[src/rtl/conv_pkg.sv]
// Shared convolution-datapath definitions: divider FSM states and the
// counter-width helper used by the sequential divider.
package conv_pkg;

  typedef enum logic [1:0] {
    IDLE  = 2'd0,
    WORK  = 2'd1,
    FINAL = 2'd2
  } div_state_t;

  // Step counter must hold LEN-1.
  function automatic int div_cnt_w(input int len);
    return (len > 2) ? $clog2(len) : 1;
  endfunction

endpackage

[src/rtl/seq_divider_step.sv]
// One restoring-division iteration: shift in the next dividend bit, try a
// subtract, keep the difference only when it did not go negative.
module div_step #(
  parameter int LEN = 32
) (
  input  logic [LEN-1:0] rem_i,
  input  logic [LEN-1:0] quo_i,
  input  logic [LEN-1:0] div_i,
  output logic [LEN-1:0] rem_o,
  output logic [LEN-1:0] quo_o
);

  logic [LEN:0] shifted;
  logic [LEN:0] diff;

  always_comb begin
    shifted = {rem_i, quo_i[LEN-1]};
    diff    = shifted - {1'b0, div_i};
    if (!diff[LEN]) begin
      rem_o = diff[LEN-1:0];
      quo_o = {quo_i[LEN-2:0], 1'b1};
    end else begin
      rem_o = shifted[LEN-1:0];
      quo_o = {quo_i[LEN-2:0], 1'b0};
    end
  end

endmodule

[src/rtl/seq_divider.sv]
// Iterative unsigned restoring divider, one quotient bit per cycle, with the
// same start/finish handshake as the shift-add multiplier.
module seq_divider
  import conv_pkg::*;
#(
  parameter int LEN = 32
) (
  input  logic           clk,
  input  logic           rst,
  input  logic [LEN-1:0] dividend,
  input  logic [LEN-1:0] divisor,
  input  logic           start,
  output logic [LEN-1:0] quotient,
  output logic [LEN-1:0] remainder,
  output logic           div_by_zero,
  output logic           busy,
  output logic           finish
);

  localparam int CW = div_cnt_w(LEN);

  div_state_t     state_q, state_d;
  logic [LEN-1:0] quo_q, quo_d;
  logic [LEN-1:0] rem_q, rem_d;
  logic [LEN-1:0] dvs_q, dvs_d;
  logic [CW-1:0]  cnt_q, cnt_d;
  logic           dz_q, dz_d;
  logic [LEN-1:0] step_rem, step_quo;

  div_step #(.LEN(LEN)) u_step (
    .rem_i (rem_q),
    .quo_i (quo_q),
    .div_i (dvs_q),
    .rem_o (step_rem),
    .quo_o (step_quo)
  );

  always_ff @(posedge clk or posedge rst) begin
    if (rst) begin
      state_q <= IDLE;
      quo_q   <= '0;
      rem_q   <= '0;
      dvs_q   <= '0;
      cnt_q   <= '0;
      dz_q    <= 1'b0;
    end else begin
      state_q <= state_d;
      quo_q   <= quo_d;
      rem_q   <= rem_d;
      dvs_q   <= dvs_d;
      cnt_q   <= cnt_d;
      dz_q    <= dz_d;
    end
  end

  always_comb begin
    state_d = state_q;
    quo_d   = quo_q;
    rem_d   = rem_q;
    dvs_d   = dvs_q;
    cnt_d   = cnt_q;
    dz_d    = dz_q;
    case (state_q)
      IDLE: begin
        if (start) begin
          if (divisor != '0) begin
            dvs_d   = divisor;
            quo_d   = dividend;
            rem_d   = '0;
            cnt_d   = CW'(LEN - 1);
            dz_d    = 1'b0;
            state_d = WORK;
          end else begin
            // Divide-by-zero skips the iterations and reports saturated quotient.
            quo_d   = '1;
            rem_d   = dividend;
            dz_d    = 1'b1;
            state_d = FINAL;
          end
        end
      end
      WORK: begin
        rem_d = step_rem;
        quo_d = step_quo;
        cnt_d = cnt_q - CW'(1);
        if (cnt_q == '0) state_d = FINAL;
      end
      FINAL:   state_d = IDLE;
      default: state_d = IDLE;
    endcase
  end

  assign quotient    = quo_q;
  assign remainder   = rem_q;
  assign div_by_zero = dz_q;
  assign busy        = (state_q != IDLE);
  assign finish      = (state_q == FINAL);

endmodule
[config.mk]
export PLATFORM = sky130hd
export DESIGN_NAME = seq_divider
export DESIGN_NICKNAME = d
export VERILOG_FILES = /design/src/rtl/conv_pkg.sv /design/src/rtl/seq_divider_step.sv /design/src/rtl/seq_divider.sv
export SDC_FILE = /design/constraint.sdc
export NUM_CORES = 1
export LEC_CHECK = 0
export CAP_MARGIN = 20
export CORE_MARGIN = 10
export CORE_UTILIZATION = 40
export CTS_CLUSTER_DIAMETER = 120
export DETAILED_ROUTE_END_ITERATION = 16
export GPL_ROUTABILITY_DRIVEN = 0
export GPL_TIMING_DRIVEN = 0
export PLACE_DENSITY = 0.66
export RECOVER_POWER = 100
export SLEW_MARGIN = 30
export SYNTH_ARGS = -nofsm -noshare
export SYNTH_HDL_FRONTEND = slang
export SYNTH_HIERARCHICAL = 1
export SYNTH_SLANG_ARGS = --single-unit
[constraint.sdc]
create_clock -name clk -period 3.3 [get_ports clk]
set_input_delay 0.825 -clock clk [delete_from_list [all_inputs] [get_ports clk]]
set_output_delay 0.825 -clock clk [all_outputs]
set_load 0.02 [all_outputs]
## Yosys cells after proc, flatten, opt, wreduce, memory -nomap -nowiden

Cells that the tools add are included.

| word-level totals | value |
|---|---|
| register bits | 104 |
| word-level logic and storage cells | 39 |
| input port bits | 67 |

| cells by class | value |
|---|---|
| reductions and logical operators | 10 |
| eq/ne operators | 5 |
| multiplexer cells | 16 |
| $add $sub $neg | 2 |

Operators by type and width:

| kind | count |
|---|---|
| 2-to-1 mux 32 bit | 5 |
| case mux 32 bit (2 select lines) | 2 |
| subtractor 33 x 32 -> 33 bit | 1 |
| nonzero test 32 bit | 1 |
| 2-to-1 mux 5 bit | 2 |
| case mux 5 bit (2 select lines) | 1 |
| 2-to-1 mux 2 bit | 3 |
| != test 2 bit, second input constant | 3 |
| AND reduction 2 bit | 3 |
| AND reduction 3 bit | 2 |
| zero test 5 bit | 1 |
| subtractor 5 x 1 -> 5 bit, second input constant | 1 |
| case mux 2 bit (2 select lines) | 1 |
| nonzero test 2 bit | 2 |
| == test 2 x 1 -> 1 bit, second input constant | 1 |
| == test 2 bit, second input constant | 1 |
| zero test 2 bit | 1 |
| 2-to-1 mux 1 bit | 2 |

## Longest topological paths before layout

Gate-level depths: netlist of the first run.

| logic depth | value |
|---|---|
| depth in word-level cells | 4 |
| depth in mapped cells | 17 |
| mapped depth without buffers | 15 |

## Hierarchy

The synthesis of the first run kept the hierarchy.

By module, submodules not included:

| module | sequential area each (um^2) | times used | area each (um^2) | cells each |
|---|---|---|---|---|
| seq_divider | 2,602.5 | 1 | 4,463.0 | 350 |
| div_step | 0.0 | 1 | 2,591.2 | 336 |

## Worst setup path before layout of the first run

OpenSTA, ideal clock, no wires.

| timing | value |
|---|---|
| kind | register -> register |
| start | register quo_q[31] (netlist: quotient[31]) |
| end | register rem_q[10] (netlist: remainder[10]) |
| setup slack | -409 ps |
| period minus slack after synthesis | 3,709 ps |
| path buffers | 2 |
| cell stages (with the launch flop) | 18 |
| arrival | 3,590 ps |
| required time | 3,182 ps |
| cell sequence | dfrtp_1 inv_1 ha_1 fa_1 and2b_1 o2111ai_2 a21oi_2 o2111ai_1 a211oi_2 nor2_4 mux2i_4 and2_4 buf_12 inv_8 buf_12 mux2_4 a22o_1 a21o_1 |

| between the ends | value |
|---|---|
| longest elaborated chain between the ends | 3 |

RTL lines:

| element | RTL line | text |
|---|---|---|
| start, declared | seq_divider.sv:23 | `logic [LEN-1:0] quo_q, quo_d;` |
| start signal, assigned | seq_divider.sv:48 | `quo_q <= quo_d;` |
| subtractor 33 x 32 -> 33 bit | seq_divider_step.sv:18 | `diff = shifted - {1'b0, div_i};` |
| 2-to-1 mux 32 bit | seq_divider_step.sv:19 | `if (!diff[LEN]) begin` |
| named net step_rem[10] | seq_divider.sv:28 | `logic [LEN-1:0] step_rem, step_quo;` |
| case mux 32 bit (2 select lines) | seq_divider.sv:63 | `case (state_q)` |
| end signal, assigned | seq_divider.sv:49 | `rem_q <= rem_d;` |
| end, declared | seq_divider.sv:24 | `logic [LEN-1:0] rem_q, rem_d;` |

The timed path passes the listed nets, and every way through them passes these cells.
A chain may end at the register's enable or synchronous reset.

## Worst setup path after layout of the first run

Ends and elaborated chain as after synthesis.

==> impl_metrics.csv, run 1 <==
group,metric,value,unit
run_status,status,"finished with violations",
run_status,violations,"capacitance limit, slew limit, setup timing",
critical_path,arrival,3.82,ns
clocking,clkSlewWorstSetupHoldPaths,0.08,ns
critical_path,required,3.56,ns
critical_path,cp_max_fo,5,
sta,clock_skew,0.0124,ns
sta,drv_slew,30,
floorplanning,die-area,23300,um^2
global_route,overflow,0,
synth,synth_cells,686,
job,maxCapViolations,1,
global_route,grt_pass1_vias,6171,
critical_path,critPathCaptureType,"register",
drt,wl_per_cell,20.0,um
clocking,clock_latency,0.36,ns
sta,layout_setup_ws,-0.265,ns
global_route,grt_max_degree,30,
sta,tns,-6.11,ns
place,numPortBuffers,133,
drt,vias,6056,
finish,drive_above_1_share,18.0,%
floorplanning,die_y,153,um
drt,drc,0,
finish,ff_latch_area,2610,um^2
finish,synthToLayoutAreaGrowth,33.1,%
floorplanning,pin_count,134,
hold_path,hold_path_class,"reg -> reg",
synth,synth_top_flop_cell,"dfrtp_1",
sta,rsz0062_at_grt,"true",
sta,max_freq,280,MHz
finish,nFillCells,1539,
floorplanning,initial_utilization,40.8,%
critical_path,start_kind,"register",
drt,vias_per_cell,5.58,
synth,synth_edf_count,0,
critical_path,ff2ff_path_depth,16,
synth,yosysWarnings,6,
critical_path,cpMostUsedCell,"o2111ai_2",
clocking,cts-htree-levels,3,
synth,synth_area,7050,um^2
finish,layout.nets,956,
global_route,grt_usage,17.8,%
synth,synth-seq-area-share,36.9,%
hold_path,hold_depth,1,
synth,postSynthAreaPerCell,10.3,um^2
drt,drt_wl_total,21700,um
sta,final.min_clock_period,3.57,ns
drt,firstDrtPassIters,6,
critical_path,rrSetupSlack,-0.27,ns
critical_path,critical-path-top-delay-family,"compound AO/OA/AOI/OAI gates",
critical_path,rr_endpoint,"remainder[10]$_DFFE_PP0P_",
floorplanning,die_w,153,um
critical_path,r2r_start,"quotient[31]$_DFFE_PP0P_",
global_route,antenna_found_initial,0,
hold_path,hold_end,"div_by_zero$_DFFE_PP0P_",
finish,multi_input_area,3970,um^2
synth,yosysUniqueCellTypes,69,
sta,setup_viol,33,
critical_path,cpMaxStageDelayCell,"dfrtp_2",
place,pre_cts_slack,-0.593,ns
floorplanning,row_count,48,
clocking,cts_sinks,104,
drt,drt_first_iter_violations,402,
finish,post-route-util,54.3,%
synth,synth_nets,787,
clocking,cts_tree,"done",
global_route,grt_pass1_wl,34300,um
clocking,root_buffer,"clkbuf_16",
sta,finalHoldViolCount,0,
floorplanning,core_area,17300,um^2
sta,relSlewSlack,-6.12,%
finish,diodes,0,
synth,async_flop_share,100,%
clocking,cts_buffers,9,
critical_path,worstPathCellList,"inv_2 > ha_4 > fa_2 > and2b_1 > o2111ai_2 > a21oi_2 > o2111ai_2 > a211oi_2 > nor2_4 > mux2i_4 > and2_4 > inv_12 > clkbuf_16 > mux2_4 > a22o_1 > a21o_1",
sta,worst_pin_slew,1.59,ns
place,place_hpwl,16500,um
critical_path,timing.critical_path.buf_inv,3,
synth,synth_seq_cells,104,
sta,post-route-period-util,108,%
drt,antenna_left,0,
clocking,clock_path_buffers,2,
hold_path,timing.hold.worst.start,"div_by_zero$_DFFE_PP0P_",
critical_path,critPathKind,"reg -> reg",
critical_path,max_stage_delay,0.39,ns
critical_path,cp.depth,16,
[per-stage QoR]
step	cell area, um^2	hold slack (ns)	instances
floorplan	7150	0.464	686
global placement	8760	0.469	1044
detailed placement	8850	0.482	1048
CTS	9320	0.498	1076
global route	9390	0.516	1085
finish	9390	0.490	1085
[cell type report]
class,count,area share [%]
Clock inverter,7,1.01
Timing Repair Buffer,159,16.8
Inverter,39,1.71
Buffer,65,5.00
Tap cell,225,3.00
Multi-Input combinational cell,477,42.3
Sequential cell,104,27.8
Clock buffer,9,2.40
[synthesized netlist by cell type (2+ instances only)]
cell | instances | area [um^2]
a22o_1 | 36 | 315
a21o_1 | 51 | 383
a21oi_2 | 2 | 17.5
buf_6 | 2 | 22.5
nand4_1 | 7 | 43.8
nor2b_1 | 4 | 25.0
inv_1 | 38 | 143
mux2_2 | 6 | 67.6
buf_4 | 35 | 263
nand2_1 | 22 | 82.6
o31ai_1 | 5 | 37.5
o22a_1 | 29 | 254
and3_1 | 5 | 31.3
a211oi_1 | 2 | 15.0
buf_8 | 3 | 45.0
o21bai_1 | 5 | 37.5
o21a_1 | 37 | 278
nor2_1 | 27 | 101
clkbuf_1 | 15 | 56.3
buf_2 | 6 | 30.0
a21oi_1 | 26 | 130
or2_2 | 2 | 12.5
xnor2_1 | 13 | 114
nor4_1 | 10 | 62.6
nand3_1 | 15 | 75.1
or3_1 | 2 | 12.5
a31oi_1 | 6 | 37.5
o2111ai_1 | 4 | 35.0
buf_12 | 3 | 60.1
dfrtp_1 | 104 | 2600
mux2_1 | 30 | 338
nor3_1 | 9 | 45.0
mux2_4 | 19 | 285
o21ai_0 | 24 | 120
xor2_1 | 14 | 123
nand2b_1 | 2 | 12.5
nor3b_1 | 2 | 15.0
ha_1 | 33 | 413
[cells by family (layout without fill, tap and decap cells)]
kind of cell	after synthesis	count (layout)	share of synthesized area, %
xor+xnor	27	27	3.35
compound gates	241	241	25.4
simple gates	118	118	8.69
flops	104	104	36.9
fa+ha+maj	34	34	6.14
mux	57	57	10.3
buf+inv	105	279	9.24
[layer usage]
layer	part of all wire (%)	GRT usage [%]
met5	0	0
met4	1.4	5.18
met3	6.4	4.40
met2	49	29.7
met1	43	22.3
[registers in the layout, summed over array words and instances (netlist names)]
register,count
cnt_q,5
div_by_zero,1
dvs_q,32
quotient,32
remainder,32
state_q,2
[worst reg2reg max path, stage by stage (launching register included)]
cell and delay (ns):
dfrtp_2 0.39, inv_2 0.05, ha_4 0.16, fa_2 0.35
and2b_1 0.24, o2111ai_2 0.15, a21oi_2 0.24, o2111ai_2 0.16
a211oi_2 0.31, nor2_4 0.08, mux2i_4 0.21, and2_4 0.23
inv_12 0.10, clkbuf_16 0.16, mux2_4 0.29, a22o_1 0.20
a21o_1 0.15
[worst max-delay path by stage]
stage	startpoint	end	slack (ns)
floorplan	quotient[31]$_DFFE_PP0P_	remainder[10]$_DFFE_PP0P_	-0.16
global placement	quotient[31]$_DFFE_PP0P_	remainder[13]$_DFFE_PP0P_	-0.58
detailed placement	quotient[31]$_DFFE_PP0P_	remainder[24]$_DFFE_PP0P_	-0.59
CTS	dvs_q[0]$_DFFE_PP0P_	remainder[19]$_DFFE_PP0P_	-0.35
global route	quotient[31]$_DFFE_PP0P_	remainder[3]$_DFFE_PP0P_	-0.37
finish	quotient[31]$_DFFE_PP0P_	remainder[10]$_DFFE_PP0P_	-0.27
[timing repair]
action	4_1_cts	5_1_grt
hold buffers	0	0
endpoints found under the setup margin	33	36
pin swaps	11	16
gates cloned	2	1
setup buffers	11	8
hold endpoints to repair	0	0
gates resized for setup	9	31
[cells in the final DEF, fill, tap and decap left out, types with 7 or more instances in the layout]
cell	instances
a21o_1	51
nor2_1	25
o22a_1	29
buf_4	46
nand2_1	22
clkbuf_16	10
dfrtp_1	101
o21a_1	37
xnor2_1	13
a22o_1	36
nor4_1	10
mux2_4	23
a21oi_1	23
xor2_1	14
nand3_1	15
nand4_1	7
clkdlybuf4s50_1	63
ha_1	26
inv_1	36
nor3_1	9
clkbuf_1	22
dlygate4sd3_1	70
mux2_1	30
o21ai_0	17
Power of run 1 is not shown: default switching activity piles up to over one toggle a cycle in this logic, so the estimate is an artifact.
==> run 2: changes to the inputs <==
==> constraint.sdc (replaced) <==
create_clock -name clk -period 3.3 [get_ports clk]
set_input_delay 0.825 -clock clk [delete_from_list [all_inputs] [get_ports clk]]
set_output_delay 0.825 -clock clk [all_outputs]
set_load 0.01 [all_outputs]
==> run 2 against run 1 <==
The run ends with setup timing left. Worst hold slack about the same. Sequential share of layout area up 0.31 points. Utilization shrank 0.66 points. Via count down 1.6%. Final cell count barely moved. Wire length decreased by 1.8%. Non-clock buffer count is 2 lower. Global-route usage decreased by 0.096 points. Cell area fell by 1.2%. Critical endpoint is now remainder[13]$_DFFE_PP0P_.
==> impl_metrics.csv, run 2 (synthesized netlist as in run 1, its figures left out) <==
group,metric,value,unit
sta,relSlewSlack,25.4,%
critical_path,critPathCaptureType,"register",
clocking,clock_latency,0.37,ns
finish,nFillCells,1585,
global_route,grt_pass1_wl,34000,um
sta,drv_slew,0,
finish,final_common_cell,"dfrtp_1",
drt,antenna_left,0,
critical_path,critical-path-top-delay-family,"compound AO/OA/AOI/OAI gates",
sta,finalHoldViolCount,0,
global_route,overflow,0,
global_route,grt_usage,17.7,%
place,numPortBuffers,133,
sta,rsz0062_at_grt,"true",
power_and_ir_drop,fin_total_pwr,13.9,mW
floorplanning,initial_utilization,40.8,%
run_status,status,"finished with violations",
drt,vias_per_cell,5.50,
drt,drc,0,
hold_path,hold_path_class,"reg -> reg",
floorplanning,core_area,17300,um^2
place,placed_area,8740,um^2
critical_path,cp_max_fo,5,
critical_path,worstPathCellList,"inv_1 > ha_2 > fa_2 > and2b_1 > o2111ai_2 > a21oi_2 > o2111ai_2 > a211oi_2 > nor2_4 > mux2i_4 > and2_4 > inv_12 > buf_12 > buf_12 > mux2_4 > a22o_1 > a21o_1",
power_and_ir_drop,peakVddDrop,0.000570,V
sta,max_freq,281,MHz
global_route,grtUsageMet2,29.0,%
clocking,root_buffer,"clkbuf_16",
floorplanning,die-area,23300,um^2
finish,final_cell_mix,"103 x dfrtp_1, 70 x dlygate4sd3_1, 63 x clkdlybuf4s50_1, 51 x a21o_1, 50 x buf_4",
clocking,cts-htree-levels,3,
clocking,clkSlewWorstSetupHoldPaths,0.08,ns
critical_path,timing.critical_path.buf_inv,4,
drt,drt_first_iter_violations,409,
job,maxCapViolations,0,
floorplanning,row_count,48,
critical_path,arrival,3.82,ns
clocking,clock_path_buffers,2,
sta,clock_skew,0.0137,ns
global_route,met3_usage,5.28,%
drt,firstDrtPassIters,5,
clocking,cts_sinks,104,
sta,post-route-period-util,108,%
finish,synthToLayoutAreaGrowth,31.4,%
sta,worst_pin_slew,1.12,ns
global_route,antenna_found_initial,1,
sta,setup_viol,42,
floorplanning,die_y,153,um
floorplanning,die_w,153,um
place,place_hpwl,16400,um
clocking,cts_tree,"done",
finish,layout.nets,954,
critical_path,max_stage_delay,0.38,ns
clocking,cts_buffers,9,
critical_path,start_kind,"register",
global_route,grt.busiest_layer,"met2",
drt,wl_per_cell,19.7,um
power_and_ir_drop,leakage,4.29,nW
critical_path,required,3.55,ns
finish,drive_above_1_share,16.2,%
place,pre_cts_slack,-0.562,ns
power_and_ir_drop,power_density,1500,nW/um^2
clocking,postCtsHoldBufs,0,
global_route,grt_pass1_vias,6192,
critical_path,critPathKind,"reg -> reg",
finish,final_area,9270,um^2
sta,final.min_clock_period,3.56,ns
floorplanning,pin_count,134,
drt,vias,5958,
global_route,grtUsageMet1,22.5,%
critical_path,cpMaxStageDelayCell,"dfrtp_1",
run_status,violations,"setup timing",
sta,layout_setup_ws,-0.265,ns
global_route,grt_max_degree,31,
drt,drt_wl_total,21300,um
[run 2: changes by cell type in the layout (fill, tap and decap cells not counted), moves of 3 or more]
cell and delta:
clkbuf_1 -7, buf_4 +4, ha_4 -6, mux2_2 +3
mux2_4 -3, o21ai_2 -5, ha_1 +6, o21ai_0 +5
[run 2: worst paths after layout]
path | start | end | slack (ns) | cells after the start
worst max-delay path | quotient[31]$_DFFE_PP0P_ | remainder[13]$_DFFE_PP0P_ | -0.26 | 17
min in group asynchronous | rst | div_by_zero$_DFFE_PP0P_ | 1.09 | 2
worst max register to register | quotient[31]$_DFFE_PP0P_ | remainder[13]$_DFFE_PP0P_ | -0.26 | 17
max in group asynchronous | rst | remainder[11]$_DFFE_PP0P_ | 0.43 | 4
worst min-delay path | div_by_zero$_DFFE_PP0P_ | div_by_zero$_DFFE_PP0P_ | 0.49 | 1
worst min register to register | div_by_zero$_DFFE_PP0P_ | div_by_zero$_DFFE_PP0P_ | 0.49 | 1
[run 2: final cells by class]
cell class	count	area, um^2	share of cell area, %
multi-input combinational	477	3840	41.5
sequential	104	2600	28.1
clock buffer	9	225	2.43
tap	225	282	3.04
timing repair buffer	157	1580	17.0
inverter	39	160	1.73
antenna	1	2.50	0.0270
clock inverter	7	101	1.09
buffer	65	475	5.13
[run 2: repair_timing]
| action | CTS | global route |
|---|---|---|
| endpoints found under the setup margin | 33 | 61 |
| cloned | 2 | 0 |
| resized for setup | 8 | 7 |
| endpoints found under the hold margin | 0 | 0 |
| buffers inserted | 12 | 8 |
| pin swaps | 2 | 5 |
[run 2: stage by stage]
| stage | util, % | hold slack, ns | cells | setup TNS (ns) |
|---|---|---|---|---|
| global placement | 50.2 | 0.469 | 1044 | -24.66 |
| global route | 53.6 | 0.504 | 1083 | -18.05 |
| CTS | 53.5 | 0.496 | 1076 | -7.04 |
| floorplan | - | 0.464 | 686 | -3.23 |
| finish | 53.6 | 0.490 | 1084 | -4.80 |
| detailed placement | 50.5 | 0.477 | 1047 | -29.66 |
[run 2: power breakdown]
part	internal (mW)	switching, mW	leakage (nW)
clock network	0.672	0.527	0.153
registers	1.97	0.543	1.20
logic	5.71	4.53	2.93
total	8.35	5.60	4.29
[run 2: worst register-to-register path, stage by stage (launching register included)]
cell and delay (ns):
dfrtp_1 0.38, inv_1 0.06, ha_2 0.19, fa_2 0.34, and2b_1 0.24, o2111ai_2 0.14, a21oi_2 0.22, o2111ai_2 0.15
a211oi_2 0.29, nor2_4 0.08, mux2i_4 0.21, and2_4 0.23, inv_12 0.05, buf_12 0.12, buf_12 0.13, mux2_4 0.29
a22o_1 0.22, a21o_1 0.15
[run 2: routing by layer]
metal	share of wire, %	vias up
li1	-	2849
met5	0	-
met4	1.1	0
met3	6.8	13
met1	45	2912
met2	47	184
No activity file was read; power rests on OpenSTA's default activity.
